==> config.mk <==
export PLATFORM = sky130hd
export DESIGN_NAME = button_conditioner
export DESIGN_NICKNAME = d
export VERILOG_FILES = /design/src/rtl/button_conditioner.sv
export SDC_FILE = /design/constraint.sdc
export NUM_CORES = 1
export LEC_CHECK = 0
export ABC_AREA = 1
export CORE_MARGIN = 5
export CORE_UTILIZATION = 54
export DETAILED_ROUTE_END_ITERATION = 10
export PLACE_DENSITY = 0.76
export SYNTH_ARGS = -nofsm -noshare
export SYNTH_HDL_FRONTEND = slang
export SYNTH_SLANG_ARGS = --single-unit
==> constraint.sdc <==
create_clock -name clk -period 3.1 [get_ports clk]
set_input_delay 0.62 -clock clk [delete_from_list [all_inputs] [get_ports clk]]
set_output_delay 0.62 -clock clk [all_outputs]
set_load 0.005 [all_outputs]
==> src/rtl/button_conditioner.sv <==
// Player button front end: synchroniser, debouncer, edge pulses and
// hold auto-repeat for every button channel.
module button_conditioner #(
  parameter int NUM_BUTTONS = 5,
  parameter int DEBOUNCE_CYCLES = 120000,
  parameter int REPEAT_DELAY = 3600000,
  parameter int REPEAT_PERIOD = 1200000,
  parameter logic [NUM_BUTTONS-1:0] REPEAT_MASK = 5'b01111
) (
  input  logic                   clk,
  input  logic                   reset,
  input  logic [NUM_BUTTONS-1:0] btn_raw,
  output logic [NUM_BUTTONS-1:0] btn_level,
  output logic [NUM_BUTTONS-1:0] btn_press,
  output logic [NUM_BUTTONS-1:0] btn_release,
  output logic [NUM_BUTTONS-1:0] btn_repeat,
  output logic                   any_press
);

  localparam int DW = $clog2(DEBOUNCE_CYCLES);
  localparam int RMAX = (REPEAT_DELAY > REPEAT_PERIOD) ?
                        REPEAT_DELAY : REPEAT_PERIOD;
  localparam int RW = $clog2(RMAX);

  localparam logic [DW-1:0] DB_LAST = DW'(DEBOUNCE_CYCLES - 1);
  localparam logic [RW-1:0] RD_LAST = RW'(REPEAT_DELAY - 1);
  localparam logic [RW-1:0] RP_LAST = RW'(REPEAT_PERIOD - 1);

  typedef enum logic [1:0] {
    IDLE,
    DELAY,
    REPEAT
  } rstate_e;

  logic [NUM_BUTTONS-1:0] s1_q;
  logic [NUM_BUTTONS-1:0] s2_q;
  logic [NUM_BUTTONS-1:0] level_q;
  logic [NUM_BUTTONS-1:0] level_d;
  logic [NUM_BUTTONS-1:0] press_q;
  logic [NUM_BUTTONS-1:0] press_d;
  logic [NUM_BUTTONS-1:0] release_q;
  logic [NUM_BUTTONS-1:0] release_d;
  logic [NUM_BUTTONS-1:0] repeat_q;
  logic [NUM_BUTTONS-1:0] repeat_d;
  logic                   any_q;
  logic                   any_d;

  logic [DW-1:0] cnt_q  [NUM_BUTTONS];
  logic [DW-1:0] cnt_d  [NUM_BUTTONS];
  logic [RW-1:0] rcnt_q [NUM_BUTTONS];
  logic [RW-1:0] rcnt_d [NUM_BUTTONS];
  rstate_e       st_q   [NUM_BUTTONS];
  rstate_e       st_d   [NUM_BUTTONS];

  // Any sample equal to the level restarts the count, so short glitches vanish.
  always_comb begin
    level_d = level_q;
    for (int i = 0; i < NUM_BUTTONS; i++) begin
      cnt_d[i] = '0;
      if (s2_q[i] != level_q[i]) begin
        if (cnt_q[i] == DB_LAST) begin
          level_d[i] = s2_q[i];
        end else begin
          cnt_d[i] = cnt_q[i] + DW'(1);
        end
      end
    end
    press_d = level_d & ~level_q;
    release_d = ~level_d & level_q;
    any_d = |press_d;
  end

  // Repeat timing starts on the level edge itself so the first
  // repeat lands exactly REPEAT_DELAY cycles after the press pulse.
  always_comb begin
    repeat_d = '0;
    for (int i = 0; i < NUM_BUTTONS; i++) begin
      st_d[i] = st_q[i];
      rcnt_d[i] = rcnt_q[i];
      if (release_d[i]) begin
        st_d[i] = IDLE;
        rcnt_d[i] = '0;
      end else begin
        case (st_q[i])
          IDLE: begin
            if (press_d[i]) begin
              st_d[i] = DELAY;
              rcnt_d[i] = '0;
            end
          end
          DELAY: begin
            if (rcnt_q[i] == RD_LAST) begin
              repeat_d[i] = 1'b1;
              rcnt_d[i] = '0;
              st_d[i] = REPEAT;
            end else begin
              rcnt_d[i] = rcnt_q[i] + RW'(1);
            end
          end
          REPEAT: begin
            if (rcnt_q[i] == RP_LAST) begin
              repeat_d[i] = 1'b1;
              rcnt_d[i] = '0;
            end else begin
              rcnt_d[i] = rcnt_q[i] + RW'(1);
            end
          end
          default: begin
            st_d[i] = IDLE;
            rcnt_d[i] = '0;
          end
        endcase
      end
    end
    repeat_d = repeat_d & REPEAT_MASK;
  end

  always_ff @(posedge clk or negedge reset) begin
    if (!reset) begin
      s1_q      <= '0;
      s2_q      <= '0;
      level_q   <= '0;
      press_q   <= '0;
      release_q <= '0;
      repeat_q  <= '0;
      any_q     <= 1'b0;
      for (int i = 0; i < NUM_BUTTONS; i++) begin
        cnt_q[i]  <= '0;
        rcnt_q[i] <= '0;
        st_q[i]   <= IDLE;
      end
    end else begin
      s1_q      <= btn_raw;
      s2_q      <= s1_q;
      level_q   <= level_d;
      press_q   <= press_d;
      release_q <= release_d;
      repeat_q  <= repeat_d;
      any_q     <= any_d;
      for (int i = 0; i < NUM_BUTTONS; i++) begin
        cnt_q[i]  <= cnt_d[i];
        rcnt_q[i] <= rcnt_d[i];
        st_q[i]   <= st_d[i];
      end
    end
  end

  assign btn_level   = level_q;
  assign btn_press   = press_q;
  assign btn_release = release_q;
  assign btn_repeat  = repeat_q;
  assign any_press   = any_q;

endmodule
# Word-level counts from Yosys, hierarchy flattened
# Index checks and enable logic that the tools add are counted.
# word_totals
register_bits	211
input_bits	7
out_inout_bits	21
elab_cells	152
# classes
n_addsub	9
eq_ne	38
muxes	72
bitwise_logic	4
reduce_logical	9
# ops
cell	n
22-bit two-way mux	16
22-bit one-hot mux with 3 select lines	4
17-bit two-way mux	10
22-bit by 1-bit adder with 22-bit output (second input constant)	4
22-bit by 21-bit equality test with 1-bit output (second input constant)	4
22-bit equality test (second input constant)	4
17-bit by 1-bit adder with 17-bit output (second input constant)	5
17-bit equality test (second input constant)	5
2-bit two-way mux	12
3-bit inequality test (second input constant)	8
2-bit one-hot mux with 3 select lines	4
1-bit two-way mux	22
3-bit AND reduction	4
5-bit AND	2
5-bit inverter	2
2-bit by 1-bit equality test with 1-bit output (second input constant)	4
2-bit equality test (second input constant)	4
2-bit logical NOT	4
2-bit inequality test (second input constant)	4
1-bit one-hot mux with 2 select lines	4
1-bit inequality test	5
5-bit OR reduction	1

# Logic depth before layout (Yosys ltp)
# depth
word_depth	7
ltp_mapped	16
mapped_depth_nobuf	15

# Worst setup path before layout
# OpenSTA, ideal clock, no wires.
# synth_timing
path_kind	reg-to-reg
from	reg cnt_q[51] in the netlist's numbering
to	reg rcnt_q[87] in the netlist's numbering
setup_ps	66
t_arrival_ps	2571
t_required_ps	3034
path_slack_ps	463
stages_incl_launch_ff	15
path_buffers	1
period_less_slack_ps	2637
cell_sequence	dfrtp_1 > ha_1 > nand2_1 > nor2_1 > nand2_1 > nor3_1 > nand2_1 > o21ai_1 > ha_1 > nand2_1 > inv_1 > nor2_1 > buf_2 > nand4_1 > nand2_1
# synth_via
elab_chain_cells	6
elab_cells_between_ends	8
cone_classes	eq/ne (2); mux (3); bitwise (3)
# synth_rtl
element	line	rtl
from (decl)	48	logic [DW-1:0] cnt_q [NUM_BUTTONS];
from (signal, indexed assignment)	141	cnt_q[i] <= cnt_d[i];
17-bit equality test (*)	61	if (cnt_q[i] == DB_LAST) begin
1-bit two-way mux (*)	61	
1-bit two-way mux (*)	60	if (s2_q[i] != level_q[i]) begin
via level_d[1]	38	logic [NUM_BUTTONS-1:0] level_d;
5-bit inverter	69	release_d = ~level_d & level_q;
5-bit AND	69	
3-bit inequality test (no line) / 22-bit two-way mux (equally long branches)	--	
to (signal, indexed assignment)	142	rcnt_q[i] <= rcnt_d[i];
to (decl)	50	logic [RW-1:0] rcnt_q [NUM_BUTTONS];
# The timed path passes the listed nets; every way through them passes the cells marked *.
# A chain may end at the register's enable or synchronous reset.

# Worst setup path in the final report
# layout_timing
from	reg cnt_q[17] in the netlist's numbering
to	reg rcnt_q[37] in the netlist's numbering
# The elaborated chain is that of the path after synthesis.

==> run_results.csv <==
group,metric,value,unit
run_status,outcome,"finished clean",
timing,tns,0,ns
clocking,cts_max_level,1,
routing,ant_nets,0,
clocking,insertion_delay,0.52,ns
routing,drt_iter0_markers,1009,
timing,slew_violations,0,
finish,diodes,0,
timing,fin_crit_sh,90.07,%
worst_setup_path,cp_data_arrival_time,3.22,ns
routing,avgRoutedWirePerCell,13.40,µm
routing,routed_wl,26.86,mm
finish,final_cell_mix,"nand2_1 (434), nor2_1 (246), dfrtp_1 (211)",
timing,setup_viol,0,
pwr,cellLeakagePower,5.889,nW
grt,overflow,0,
flow_run,cap_violations,0,
worst_setup_path,worstSetupEndpointType,"flip-flop",
routing,drc,0,
finish,layout_commonest_cell,"nand2_1",
finish,area_growth,12.24,%
grt,grt_antenna_before_repair,0,
timing,rsz0062_at_grt,"no",
routing,vias_per_cell,5.341,
finish,seq_area,5280,µm²
timing,finalClockSkew,0.01094,ns
placed_design,gp_congestion,0.9471,
timing,tightest_slew,0.6489,ns
worst_setup_path,start_kind,"flip-flop",
clocking,cts.clk_slew.worst_paths,0.06,ns
timing,setup_ws,0.3079,ns
finish,nets,1740,
grt,grt_pass1_vias,10160,
finish,fillCellCount,1951,
synth,synth_edf_count,0,
grt,grt_start_max_net_pins,87,
worst_setup_path,r2r_cells,11,
finish,multi_input_area,6327,µm²
floorplanning,initial_core_util,54.95,%
floorplanning,design.core.area,22710,µm²
pwr,power.total,6.276,mW
timing,slew_headroom,56.74,%
synth,synth-main-ff-cell,"dfrtp_1",
clocking,cts.sinks,211,
placed_design,io_buffers,26,
synth,netlist_area,12480,µm²
min_path,hold_path_class,"in -> async",
worst_setup_path,cp_max_fo,20,
synth,synth_cells,1665,
timing,fmax,358.2,MHz
synth,synth_seq_cells,211,
placed_design,dp.cells,1958,
timing,hold_viol_final,0,
synth,ys_warn_count,0,
routing,vias,10700,
pwr,vdd_ir_drop_max,0.0003599,V
placed_design,hpwl,19.06,mm
synth,async_flop_share,100.0,%
clocking,cts_made_buffers,25,
grt,grt_pass1_wl,46.93,mm
finish,drive_gt1_share,6.748,%
clocking,cts_buffer_depth,3,
finish,fin_cells,2004,
grt,track_usage,20.68,%
placed_design,post-place-ws,0.1972,ns
synth,yosysUniqueCellTypes,48,
floorplanning,io_pins,28,
timing,finalCriticalPeriod,2.792,ns
floorplanning,die_w,162.0,µm
routing,first_pass_iters,5,
clocking,cts_tree,"done",
worst_setup_path,cp.required,3.53,ns
clocking,cts_root_buffer,"clkbuf_16",
floorplanning,die-area,26250,µm²
timing,holdWs,0.08986,ns
floorplanning,die_y,162.0,µm
synth,syn_avg_cell_area,7.494,µm²
synth,yosysSeqAreaShare,42.31,%
floorplanning,rows,55,
pwr,powerDensity,448.1,nW/µm²
worst_setup_path,crit_type,"reg -> reg",
synth,synthesis.nets,1705,
-- cells by family after synthesis --
kind of cell	Yosys count	synth area share, %
AND/OR/NAND/NOR	999	35.72
buffers and inverters	219	7.189
flip-flops	211	42.31
AO/OA/AOI/OAI	109	4.914
XOR/XNOR	93	6.528
adder cells (fa/ha/maj)	33	3.309
other	1	0.03005
-- sequential cells by signal (all words and copies together), names as in the netlist --
register and flops:
btn_release 5, btn_press 5, st_q 8, btn_repeat 4, cnt_q 85, rcnt_q 88, s2_q 5, s1_q 5
btn_level 5, any_press 1
-- per-layer routing --
layer	vias to the layer above	GRT usage, %	share of wire [%]
li1	5451	-	-
met1	4964	28.75	47
met2	240	34.34	46
met3	48	3.121	4.5
met4	0	5.075	2.0
met5	-	0	0
-- critical path, cell delays in order, from the launching register on --
cell and delay, ns:
dfrtp_1 0.45, ha_1 0.20, nand2_1 0.08, nor2_2 0.19, nand4_1 0.24, o21ai_1 0.31
ha_1 0.28, nand2_1 0.15, inv_1 0.08, nor2_1 0.27, nand2_4 0.22, o21ai_1 0.22
-- per-stage QoR --
step	instance area [µm²]	utilization, %
after CTS	13980	61.56
after global routing	14010	61.67
after floorplan	12480	-
after detailed placement	13020	57.32
after global placement	13020	57.32
final	14010	61.67
-- power breakdown --
group | internal, mW | switching, mW
Combinational | 0.0323 | 0.0921
Sequential | 2.78 | 0.0161
Clock | 2.13 | 1.22
-- final timing paths --
| path | from | end | slack [ns] |
|---|---|---|---|
| min | reset | cnt_q[13] | 0.09 |
| max in group asynchronous | reset | rcnt_q[47] | 2.25 |
| max | cnt_q[17] | rcnt_q[37] | 0.31 |
| min reg2reg | s1_q[4] | s2_q[4] | 0.35 |
| min in group clk | s1_q[4] | s2_q[4] | 0.35 |
| max reg2reg | cnt_q[17] | rcnt_q[37] | 0.31 |
-- synthesized netlist by cell type, types with 19 or more instances --
master	n	area share [%]
nand4_1	71	3.6
dfrtp_1	211	42
nor3_1	56	2.2
nor2_1	248	7.5
inv_1	186	5.6
nand3_1	119	4.8
o21ai_0	22	0.88
nand2_1	435	13
o21ai_1	47	1.9
xnor2_1	22	1.5
xor2_1	71	5.0
nor3b_1	19	1.1
ha_1	33	3.3
-- what timing repair did --
action / CTS / global route
hold buffers: 0 / 0
buffers inserted: 0 / 0
gates resized for setup: 0 / 9
setup endpoints to repair: 0 / 77
-- cell type report --
cell class | count | area share [%]
clock inverters | 19 | 2.215
well taps | 285 | 2.546
multi-input cells | 1235 | 45.18
inverters | 192 | 5.146
repair buffers | 35 | 2.555
clock buffers | 27 | 4.663
flip-flops and latches | 211 | 37.70
No activity file was read; power rests on OpenSTA's default activity.
